**src/rtl/shift_sched_pkg.sv**
```systemverilog
// Shared encodings for the shift sequencer: FSM states, core limits and
// the direction/fill codes carried with each request.
package shift_sched_pkg;

    localparam logic [1:0] IDLE  = 2'd0;
    localparam logic [1:0] SHIFT = 2'd1;
    localparam logic [1:0] DONE  = 2'd2;

    localparam int STEP_MAX = 7;
    localparam int W        = 8;

    localparam logic DIR_LEFT   = 1'b1;
    localparam logic DIR_RIGHT  = 1'b0;
    localparam logic FILL_LOG   = 1'b0;
    localparam logic FILL_ARITH = 1'b1;

endpackage

```
**src/rtl/bshift_core.sv**
```systemverilog
// Single-cycle 8-bit barrel shifter built from 1/2/4-bit mux stages;
// right shifts fill with the sign bit when arithmetic, left shifts fill with zero.
module bshift_core
    import shift_sched_pkg::*;
(
    input  logic [7:0] din,
    input  logic [2:0] shamt,
    input  logic       lr,
    input  logic       al,
    output logic [7:0] dout
);

    logic       fill;
    logic [7:0] s1;
    logic [7:0] s2;

    // The sign bit survives every right-shift stage, so one fill value serves all three.
    assign fill = (lr == DIR_RIGHT) && (al == FILL_ARITH) && din[7];

    assign s1   = !shamt[0] ? din :
                  (lr == DIR_LEFT) ? {din[6:0], 1'b0} : {fill, din[7:1]};
    assign s2   = !shamt[1] ? s1 :
                  (lr == DIR_LEFT) ? {s1[5:0], 2'b00} : {{2{fill}}, s1[7:2]};
    assign dout = !shamt[2] ? s2 :
                  (lr == DIR_LEFT) ? {s2[3:0], 4'b0000} : {{4{fill}}, s2[7:4]};

endmodule

```
**src/rtl/shift_sched.sv**
```systemverilog
// Round-robin front end that shares one 8-bit barrel core between two requesters,
// splitting long shifts into passes of at most STEP_MAX bits.
module shift_sched #(
    parameter int W        = 8,
    parameter int AW       = 5,
    parameter int STEP_MAX = 7
) (
    input  logic          clk,
    input  logic          rst,
    input  logic          req0_valid,
    output logic          req0_ready,
    input  logic [W-1:0]  req0_din,
    input  logic [AW-1:0] req0_amt,
    input  logic          req0_lr,
    input  logic          req0_al,
    input  logic          req1_valid,
    output logic          req1_ready,
    input  logic [W-1:0]  req1_din,
    input  logic [AW-1:0] req1_amt,
    input  logic          req1_lr,
    input  logic          req1_al,
    output logic          rsp_valid,
    input  logic          rsp_ready,
    output logic [W-1:0]  rsp_dout,
    output logic          rsp_id
);
    import shift_sched_pkg::*;

    logic [1:0]    state;
    logic          rr;
    logic [W-1:0]  acc;
    logic [AW-1:0] rem;
    logic          lr_q;
    logic          al_q;
    logic          id_q;

    logic          grant0;
    logic          grant1;
    logic          idle;
    logic [AW-1:0] sel_amt;
    logic [2:0]    step;
    logic [AW-1:0] rem_next;
    logic [W-1:0]  core_out;

    // Requester 1 wins when it is alone or when both are pending and rr points at it.
    assign grant1     = req1_valid && (!req0_valid || rr);
    assign grant0     = req0_valid && !grant1;
    assign idle       = (state == IDLE);
    assign req0_ready = idle && grant0 && !rst;
    assign req1_ready = idle && grant1 && !rst;
    assign sel_amt    = grant1 ? req1_amt : req0_amt;

    // Whenever rem is within one pass its low three bits already hold the whole amount.
    assign step     = (rem > AW'(STEP_MAX)) ? 3'(STEP_MAX) : rem[2:0];
    assign rem_next = rem - {{(AW-3){1'b0}}, step};

    bshift_core u_core (
        .din   (acc),
        .shamt (step),
        .lr    (lr_q),
        .al    (al_q),
        .dout  (core_out)
    );

    always_ff @(posedge clk) begin
        if (rst) begin
            state <= IDLE;
            rr    <= 1'b0;
            acc   <= '0;
            rem   <= '0;
            lr_q  <= 1'b0;
            al_q  <= 1'b0;
            id_q  <= 1'b0;
        end else begin
            case (state)
                IDLE: begin
                    if (grant0 || grant1) begin
                        acc   <= grant1 ? req1_din : req0_din;
                        rem   <= sel_amt;
                        lr_q  <= grant1 ? req1_lr : req0_lr;
                        al_q  <= grant1 ? req1_al : req0_al;
                        id_q  <= grant1;
                        state <= (sel_amt == '0) ? DONE : SHIFT;
                    end
                end
                SHIFT: begin
                    acc <= core_out;
                    rem <= rem_next;
                    if (rem_next == '0) begin
                        state <= DONE;
                    end
                end
                DONE: begin
                    if (rsp_ready) begin
                        state <= IDLE;
                        rr    <= !id_q;
                    end
                end
                default: state <= IDLE;
            endcase
        end
    end

    assign rsp_valid = (state == DONE);
    assign rsp_dout  = acc;
    assign rsp_id    = id_q;

endmodule

```
**config.mk**
```make
export PLATFORM = sky130hd
export DESIGN_NAME = shift_sched
export DESIGN_NICKNAME = d
export VERILOG_FILES = /design/src/rtl/shift_sched_pkg.sv /design/src/rtl/bshift_core.sv /design/src/rtl/shift_sched.sv
export SDC_FILE = /design/constraint.sdc
export NUM_CORES = 1
export LEC_CHECK = 0
export BUFFER_PORTS_ARGS = -buffer_cell sky130_fd_sc_hd__buf_2
export CAP_MARGIN = 20
export CORE_UTILIZATION = 40
export CTS_CLUSTER_SIZE = 25
export DETAILED_ROUTE_END_ITERATION = 10
export PLACE_DENSITY = 0.66
export SLEW_MARGIN = 25
export SYNTH_ARGS = -nofsm -noshare
export SYNTH_HDL_FRONTEND = slang
export SYNTH_SLANG_ARGS = --single-unit
```
**constraint.sdc**
```tcl
create_clock -name clk -period 1.8 [get_ports clk]
set_input_delay 0.18 -clock clk [delete_from_list [all_inputs] [get_ports clk]]
set_output_delay 0.18 -clock clk [all_outputs]
set_load 0.005 [all_outputs]
```
# Word-level counts from Yosys, hierarchy flattened
# Cells that the tools add are included.
[classes]
n_addsub = 1
n_lt_le_gt_ge = 1
n_eq_ne = 5
mux = 20
bitwise = 1
n_reduce_logical = 22
[op_table]
columns = ["cell", "count"]
rows = [
  ["$mux 8", 8],
  ["$pmux 8 s2", 1],
  ["$logic_not 5->1", 2],
  ["$mux 5", 2],
  ["$pmux 5 s2", 1],
  ["$logic_and 1x1->1", 8],
  ["$mux 2", 4],
  ["$pmux 2 s3", 1],
  ["$reduce_and 2->1", 3],
  ["$gt 5x3->1 const B", 1],
  ["$sub 5x3->5", 1],
  ["$logic_not 1->1", 4],
  ["$ne 2x1->1 const B", 2],
  ["$mux 3", 1],
  ["$reduce_and 3->1", 1],
  ["$eq 2x1->1 const B", 1],
  ["$eq 2x2->1 const B", 1],
  ["$logic_not 2->1", 1],
  ["$logic_or 1x1->1", 2],
  ["$mux 1", 2],
  ["$ne 2x2->1 const B", 1],
  ["$reduce_bool 2->1", 1],
  ["$not 1->1", 1],
]
[totals]
register_bits = 19
input_bits = 35
out_inout_bits = 12
wordCells = 57

# Depth between registers and ports, before layout
# Gate-level depths: netlist of the first run.
[logic_depth]
word_depth = 10
mapped_depth = 8
mapped_depth_nobuf = 7

# By module
# From an unflattened synthesis of the first run, not the netlist that was laid out.
[unflattened]
hier_cells = 235
hier_area_um2 = 1806.7
[by_module_without_submodules]
columns = ["mod", "instances", "cells_per_inst", "area_each_um2", "seq_area_each_um2"]
rows = [
  ["shift_sched", 1, 150, 1267.5, 380.4],
  ["bshift_core", 1, 85, 539.3, 0.0],
]

# Worst setup path before layout of the first run
# Ideal clock, no wire load.
[synth_timing]
path_kind = "register -> register"
from = "register rem[3]"
to = "register rem[2]"
setup_time_ps = 141
arrival_time_ps = 1860
required_time_ps = 1659
path_slack_ps = -201
stages_incl_launch_ff = 8
path_buffers = 1
synth_period_minus_slack_ps = 2001
cell_sequence = "dfxtp_1 -> clkbuf_1 -> nor2_1 -> or2_2 -> ha_1 -> or3_1 -> a21oi_1 -> a2111oi_0"
[synth_via]
elab_chain_cells = 4
[synth_lines]
columns = ["element", "line_no", "rtl"]
rows = [
  ["from (decl)", "shift_sched.sv:32", "logic [AW-1:0] rem;"],
  ["from (signal assigned)", "shift_sched.sv:79", "rem <= sel_amt;"],
  ["from (signal assigned)", "shift_sched.sv:88", "rem <= rem_next;"],
  ["$gt 5x3->1", "shift_sched.sv:54", "assign step = (rem > AW'(STEP_MAX)) ? 3'(STEP_MAX) : rem[2:0];"],
  ["$mux 3", "shift_sched.sv:54", ""],
  ["$sub 5x3->5", "shift_sched.sv:55", "assign rem_next = rem - {{(AW-3){1'b0}}, step};"],
  ["$pmux 5 s2", "shift_sched.sv:75", "case (state)"],
]
# Every way passes these cells.
# A chain may end at the register's enable or synchronous reset.

# Final worst setup path of the first run
[layout_timing]
from = "register rem[4]"
to = "register acc[6] (netlist: rsp_dout[6])"
[layout_via]
elab_chain_cells = 8
[layout_lines]
columns = ["element", "line_no", "rtl"]
rows = [
  ["$gt 5x3->1 *", "shift_sched.sv:54", ""],
  ["$mux 3 *", "shift_sched.sv:54", ""],
  ["$mux 8", "bshift_core.sv:20", "assign s1 = !shamt[0] ? din :"],
  ["$mux 8", "bshift_core.sv:23", "(lr == DIR_LEFT) ? {s1[5:0], 2'b00} : {{2{fill}}, s1[7:2]};"],
  ["$mux 8", "bshift_core.sv:22", "assign s2 = !shamt[1] ? s1 :"],
  ["$mux 8", "bshift_core.sv:25", "(lr == DIR_LEFT) ? {s2[3:0], 4'b0000} : {{4{fill}}, s2[7:4]};"],
  ["$mux 8 *", "bshift_core.sv:24", "assign dout = !shamt[2] ? s2 :"],
  ["$pmux 8 s2 *", "shift_sched.sv:75", ""],
  ["to (signal assigned)", "shift_sched.sv:78", "acc <= grant1 ? req1_din : req0_din;"],
  ["to (signal assigned)", "shift_sched.sv:87", "acc <= core_out;"],
  ["to (decl)", "shift_sched.sv:31", "logic [W-1:0] acc;"],
]
# Mark *: on every way between the ends. The rest lies on a longest branch, timed or not.

==> results of run 1 <==
[layer usage]
layer,part of all wire,track usage,up-vias
met5,0,0,-
met4,0.032,0.115,0
met3,0.037,0.0517,20
met2,0.49,0.506,69
met1,0.44,0.319,985
li1,-,-,1000
[cells in the mapped netlist, types with 2 or more instances]
cell,n
nor4b_1,3
mux2_2,9
a211o_1,4
or3_1,3
and3_1,3
nor2b_1,3
o211ai_1,4
a2111oi_2,3
clkbuf_1,13
nand2_1,16
mux2i_1,14
nor3_1,9
o21ai_0,7
a21o_1,3
or4_1,2
a211oi_1,10
a22oi_1,3
nor3_2,2
buf_2,4
nor2_1,28
or2_2,4
a21oi_1,16
nand3b_1,3
a31oi_1,2
a2111oi_0,2
o22ai_1,2
nand3_1,2
a221oi_1,2
inv_1,3
nand2b_1,7
dfxtp_1,19
[per-stage QoR]
step,utilization,instance area [um2],worst slack [ps],setup TNS (ps)
floorplan,-,1750,-0.877,-0.877
global placement,0.549,2240,49.5,0
detailed placement,0.549,2240,-73.3,-73.3
CTS,0.562,2290,-3.84,-3.84
global route,0.576,2350,-100,-174
finish,0.576,2350,-21.6,-21.6
[logic make-up after synthesis]
kind of cell             after synthesis  synth area share
multiplexers                          24             0.152
flip-flops                            19             0.219
buffers and inverters                 22            0.0526
adder cells (fa/ha/maj)                1           0.00720
AO/OA/AOI/OAI                         71             0.300
AND/OR/NAND/NOR                       89             0.269
[worst max-delay path, cell delays in order, from the launching register on]
cell      delay, ps
dfxtp_4         360
or3_4           410
buf_6           150
mux2i_2         160
a221oi_2        260
o211ai_1        140
a211oi_2        270
[power by group]
part | switching [uW] | total, uW | internal (uW)
Sequential | 166 | 701 | 536
Clock | 160 | 318 | 158
Combinational | 999 | 1950 | 948
[flip-flops by register name (all words and copies together), names as in the netlist]
name	count
state	2
rr	1
rsp_dout	8
lr_q	1
rem	5
rsp_id	1
al_q	1
[area by class of cell]
cell class	count	share of cell area
clock buffer	4	0.0191
sequential	19	0.165
inverter	3	0.00478
timing repair buffer	87	0.230
tap	50	0.0266
multi-input combinational	185	0.554
[repair_timing]
item	4_1_cts	5_1_grt
gates resized for setup	2	11
buffers inserted	0	2
endpoints found under the setup margin	2	8
hold buffers	0	0
pin swaps	3	5
[worst max-delay path by stage]
| stage | startpoint | end | slack [ps] | cells past startpoint |
|---|---|---|---|---|
| 5_1_grt | rem[4] | rsp_dout[6] | -100 | 6 |
| 2_1_floorplan | rem[3] | rem[2] | -0.9 | 7 |
| 3_5_place_dp | rem[3] | rsp_dout[6] | -70 | 6 |
| 4_1_cts | rem[3] | rsp_dout[6] | -4 | 6 |
| 3_3_place_gp | lr_q | rsp_dout[3] | 50 | 6 |
| 6_report | rem[4] | rsp_dout[6] | -20 | 6 |
==> flow_summary.toml, run 1 <==
[status]
status = "finished, violations left"
violations = "negative setup slack"

[finish]
layout_commonest_cell = "buf_2"
multiInputGateArea_um2 = 1310
fin_cells = 348
layout_common_cells = "buf_2, buf_4, nor2_1"
area_growth_pct = 35.5
diodes = 0
fillers = 399
seqCellArea_um2 = 388
nets = 335
layout-drive-gt1-share = 0.406

[run]
maxCapViolCount = 0

[place]
portBuffers = 46
post-place-cells = 342
finalWeightedCongestion = 0.943
hpwl_mm = 4.51

[worst_setup_path]
reg2reg_slack_ps = -20
crit_path_start_kind = "flip-flop"
cp_max_fo = 6
r2r_end = "rsp_dout[6]"
required_ps = 1980
rr_startpoint = "rem[4]"
reg2regPathDepth = 6
endpoint_kind = "flip-flop"
critPathKind = "reg -> reg"
cp.arrival_ps = 2000

[drt]
wl_per_cell_um = 16.8
routed_wl_mm = 5.86
via_count = 2074
drt-initial-drc-count = 71
drc = 0
postRouteAntennaNets = 0
drt-pass1-iter-count = 4
vias_per_cell = 5.96

[floorplanning]
pin_count = 47
die_h_um = 67.9
num_rows = 23
start_util = 0.425
dieArea_um2 = 4610
core_um2 = 4090
die_w_um = 67.9

[timing]
rsz0062_at_grt = "yes"
fin_skew_ps = 6.53
max_freq_mhz = 549
slew_viol_final = 0
final-hold-violation-count = 0
worst_pin_slew_ps = 478
finalSetupViolCount = 1
worst_slack_ps = -21.6
slew_headroom = 0.682
post-route-period-util = 1.01
hold_ws_ps = 197
fin_crit_ps = 1820

[power]
leakage_uw = 0.00106
max-vdd-ir-drop_uv = 603
power_uw = 2970
p_per_area_nw_per_um2 = 1260

[clock_tree]
clockRootBuffer = "clkbuf_8"
cts_sinks = 19
cts_buffers = 3
htreeDepth = 1
cts_tree = "yes"
clk-insertion-delay-late_ps = 260
clk_pin_slew_ps = 80
cts_buffer_depth = 2

[yosys]
yosys.area.top_type = "dfxtp_1"
yosys_warnings = 0
synth_area_per_cell_um2 = 7.68
syn_area_um2 = 1740
synthesis.nets = 262
synth_seq_cells = 19
synthFlopType = "dfxtp_1"
synth_async_sr_flop_share = 0
synthTopCellsByArea = "dfxtp_1, mux2i_1, nor2_1"
netlist_instances = 226
synth_cell_types = 52
synth.top_cell.area_share = 0.219
synth_edf_count = 0
seq_area_frac_synth = 0.219

[min_path]
hold_path_depth = 2
min_from = "rst"
whs_endpoint = "rr"
hold_class = "in -> reg"

[grt]
antenna_found_initial = 0
grt_usage = 0.279
grt_pass1_vias = 2032
grt_overflow_total = 0
grt_start_max_net_pins = 17
grt_pass1_wl_mm = 9.45
Power figures use the tool's default switching activity.
==> inputs of run 2 (changes only) <==
Settings changed: CELL_PAD_IN_SITES_DETAIL_PLACEMENT set to 0, CELL_PAD_IN_SITES_GLOBAL_PLACEMENT set to 1, CORE_UTILIZATION 40 to 34, PLACE_DENSITY 0.66 to not set, PLACE_DENSITY_LB_ADDON set to 0.1.
==> run 2 against run 1 <==
  * The run now ends clean
  * Worst setup slack better by 77 ps
  * Sequential power up 1%
  * Final cell count up 4.0%
  * Non-clock buffer count down 3
  * Sequential cell count unchanged
  * Fmax up 4.4%
==> flow_summary.toml, run 2 (same netlist as run 1, synthesis figures left out) <==
[clock_tree]
htreeDepth = 1
cts_buffers = 3
clk_pin_slew_ps = 80
cts_sinks = 19
cts_tree = "yes"
clockRootBuffer = "clkbuf_8"
cts_buffer_depth = 2
ctsHoldBuffers = 0
clk-insertion-delay-late_ps = 270
cts_setup_buffers = 0

[drt]
routed_wl_mm = 5.80
vias_per_cell = 5.60
postRouteAntennaNets = 0
drt-pass1-iter-count = 4
drt-initial-drc-count = 157
via_count = 2029
drc = 0
wl_per_cell_um = 16.0

[timing]
worst_slack_ps = 55.1
fin_skew_ps = 10.9
fin_crit_ps = 1740
slew_viol_final = 0
post-route-period-util = 0.969
rsz0062_at_grt = "yes"
final-hold-violation-count = 0
worst_pin_slew_ps = 440
slew_headroom = 0.706
hold_ws_ps = 210
finalSetupViolCount = 0
max_freq_mhz = 573

[place]
finalWeightedCongestion = 0.930
place_area_um2 = 2260
preCtsSetupSlack_ps = 12.1
portBuffers = 46
hpwl_mm = 4.51

[worst_setup_path]
slowest_delay_ps = 420
rr_startpoint = "rem[4]"
critPathKind = "reg -> reg"
crit_top_cell = "a2111oi_2"
path_cells = "or3_4 -> a2111oi_4 -> a21oi_2 -> a2111oi_2 -> a2111oi_2"
endpoint_kind = "flip-flop"
cp-startpoint = "rem[4]"
cp.arrival_ps = 1890
required_ps = 1940
crit_path_start_kind = "flip-flop"
cp_max_fo = 4
crit_slowest_cell = "or3_4"

[grt]
antenna_found_initial = 0
grt_overflow_total = 0
grt_start_max_net_pins = 17
grt_pass1_wl_mm = 9.63
grt_usage = 0.236
grt_pass1_vias = 1954

[min_path]
hold_class = "in -> reg"
min_from = "rsp_ready"

[power]
power_uw = 2910
max-vdd-ir-drop_uv = 585
pwr-share-clk = 0.113
switching_share = 0.453
internal-power_uw = 1590
seqPwrFrac = 0.243
switching_power_uw = 1320
combPwrFrac = 0.644
p_per_area_nw_per_um2 = 1220
leakage_uw = 0.00105

[run]
maxCapViolCount = 0

[floorplanning]
num_rows = 25
pin_count = 47
start_util = 0.361
core_um2 = 4820
die_h_um = 73.5
die_w_um = 73.5
dieArea_um2 = 5400

[finish]
diodes = 0
layout-drive-gt1-share = 0.403
nets = 332
layout_commonest_cell = "buf_2"
fin_area_um2 = 2380
largest_register_ffs = 8
area_growth_pct = 37.3
layout_common_cells = "buf_2, buf_4, nor2_1"

[status]
status = "complete, no violations"
[run 2: critical path, delay by kind of cell, from the launching register on]
kind	cells	cell delay, ps
simple gates	1	420
flops	1	340
compound gates	4	860
[run 2: metal layers]
| metal | global-route usage | up-vias | share of wire |
|---|---|---|---|
| li1 | - | 991 | - |
| met2 | 0.401 | 87 | 0.49 |
| met4 | 0.0962 | 0 | 0.025 |
| met3 | 0.0398 | 13 | 0.064 |
| met1 | 0.294 | 938 | 0.43 |
| met5 | 0 | - | 0 |
[run 2: power groups by stage]
stage	Combinational [uW]	Clock (uW)	Sequential (uW)
after detailed placement	1740	0	714
after global placement	1760	0	717
after global routing	2060	369	732
after CTS	1740	334	705
after floorplan	1110	0	642
final	1880	328	709
[run 2: worst paths after layout]
kind	endpoint	slack, ps	depth (start not counted)
worst max-delay path	rsp_dout[0]	60	5
worst min-delay path	state[1]	210	3
worst max register to register	rsp_dout[0]	60	5
worst min register to register	rr	480	2
[run 2: repair_timing]
item / in CTS / in global routing
setup endpoints to repair: 0 / 7
resized for setup: 0 / 17
hold endpoints to repair: 0 / 0
[run 2: layout make-up]
class,count,area [um2]
multi-input combinational,185,1330
fill,516,2430
tap,67,83.8
sequential,19,383
clock buffer,4,45.0
inverter,3,11.3
timing repair buffer,84,531
[run 2: stage by stage]
| step | instances | TNS, ps | utilization |
|---|---|---|---|
| after floorplan | 226 | -0.877 | - |
| after global placement | 358 | 0 | 0.469 |
| after detailed placement | 358 | 0 | 0.469 |
| after CTS | 362 | 0 | 0.478 |
| after global routing | 362 | -50.2 | 0.495 |
| final | 362 | 0 | 0.495 |
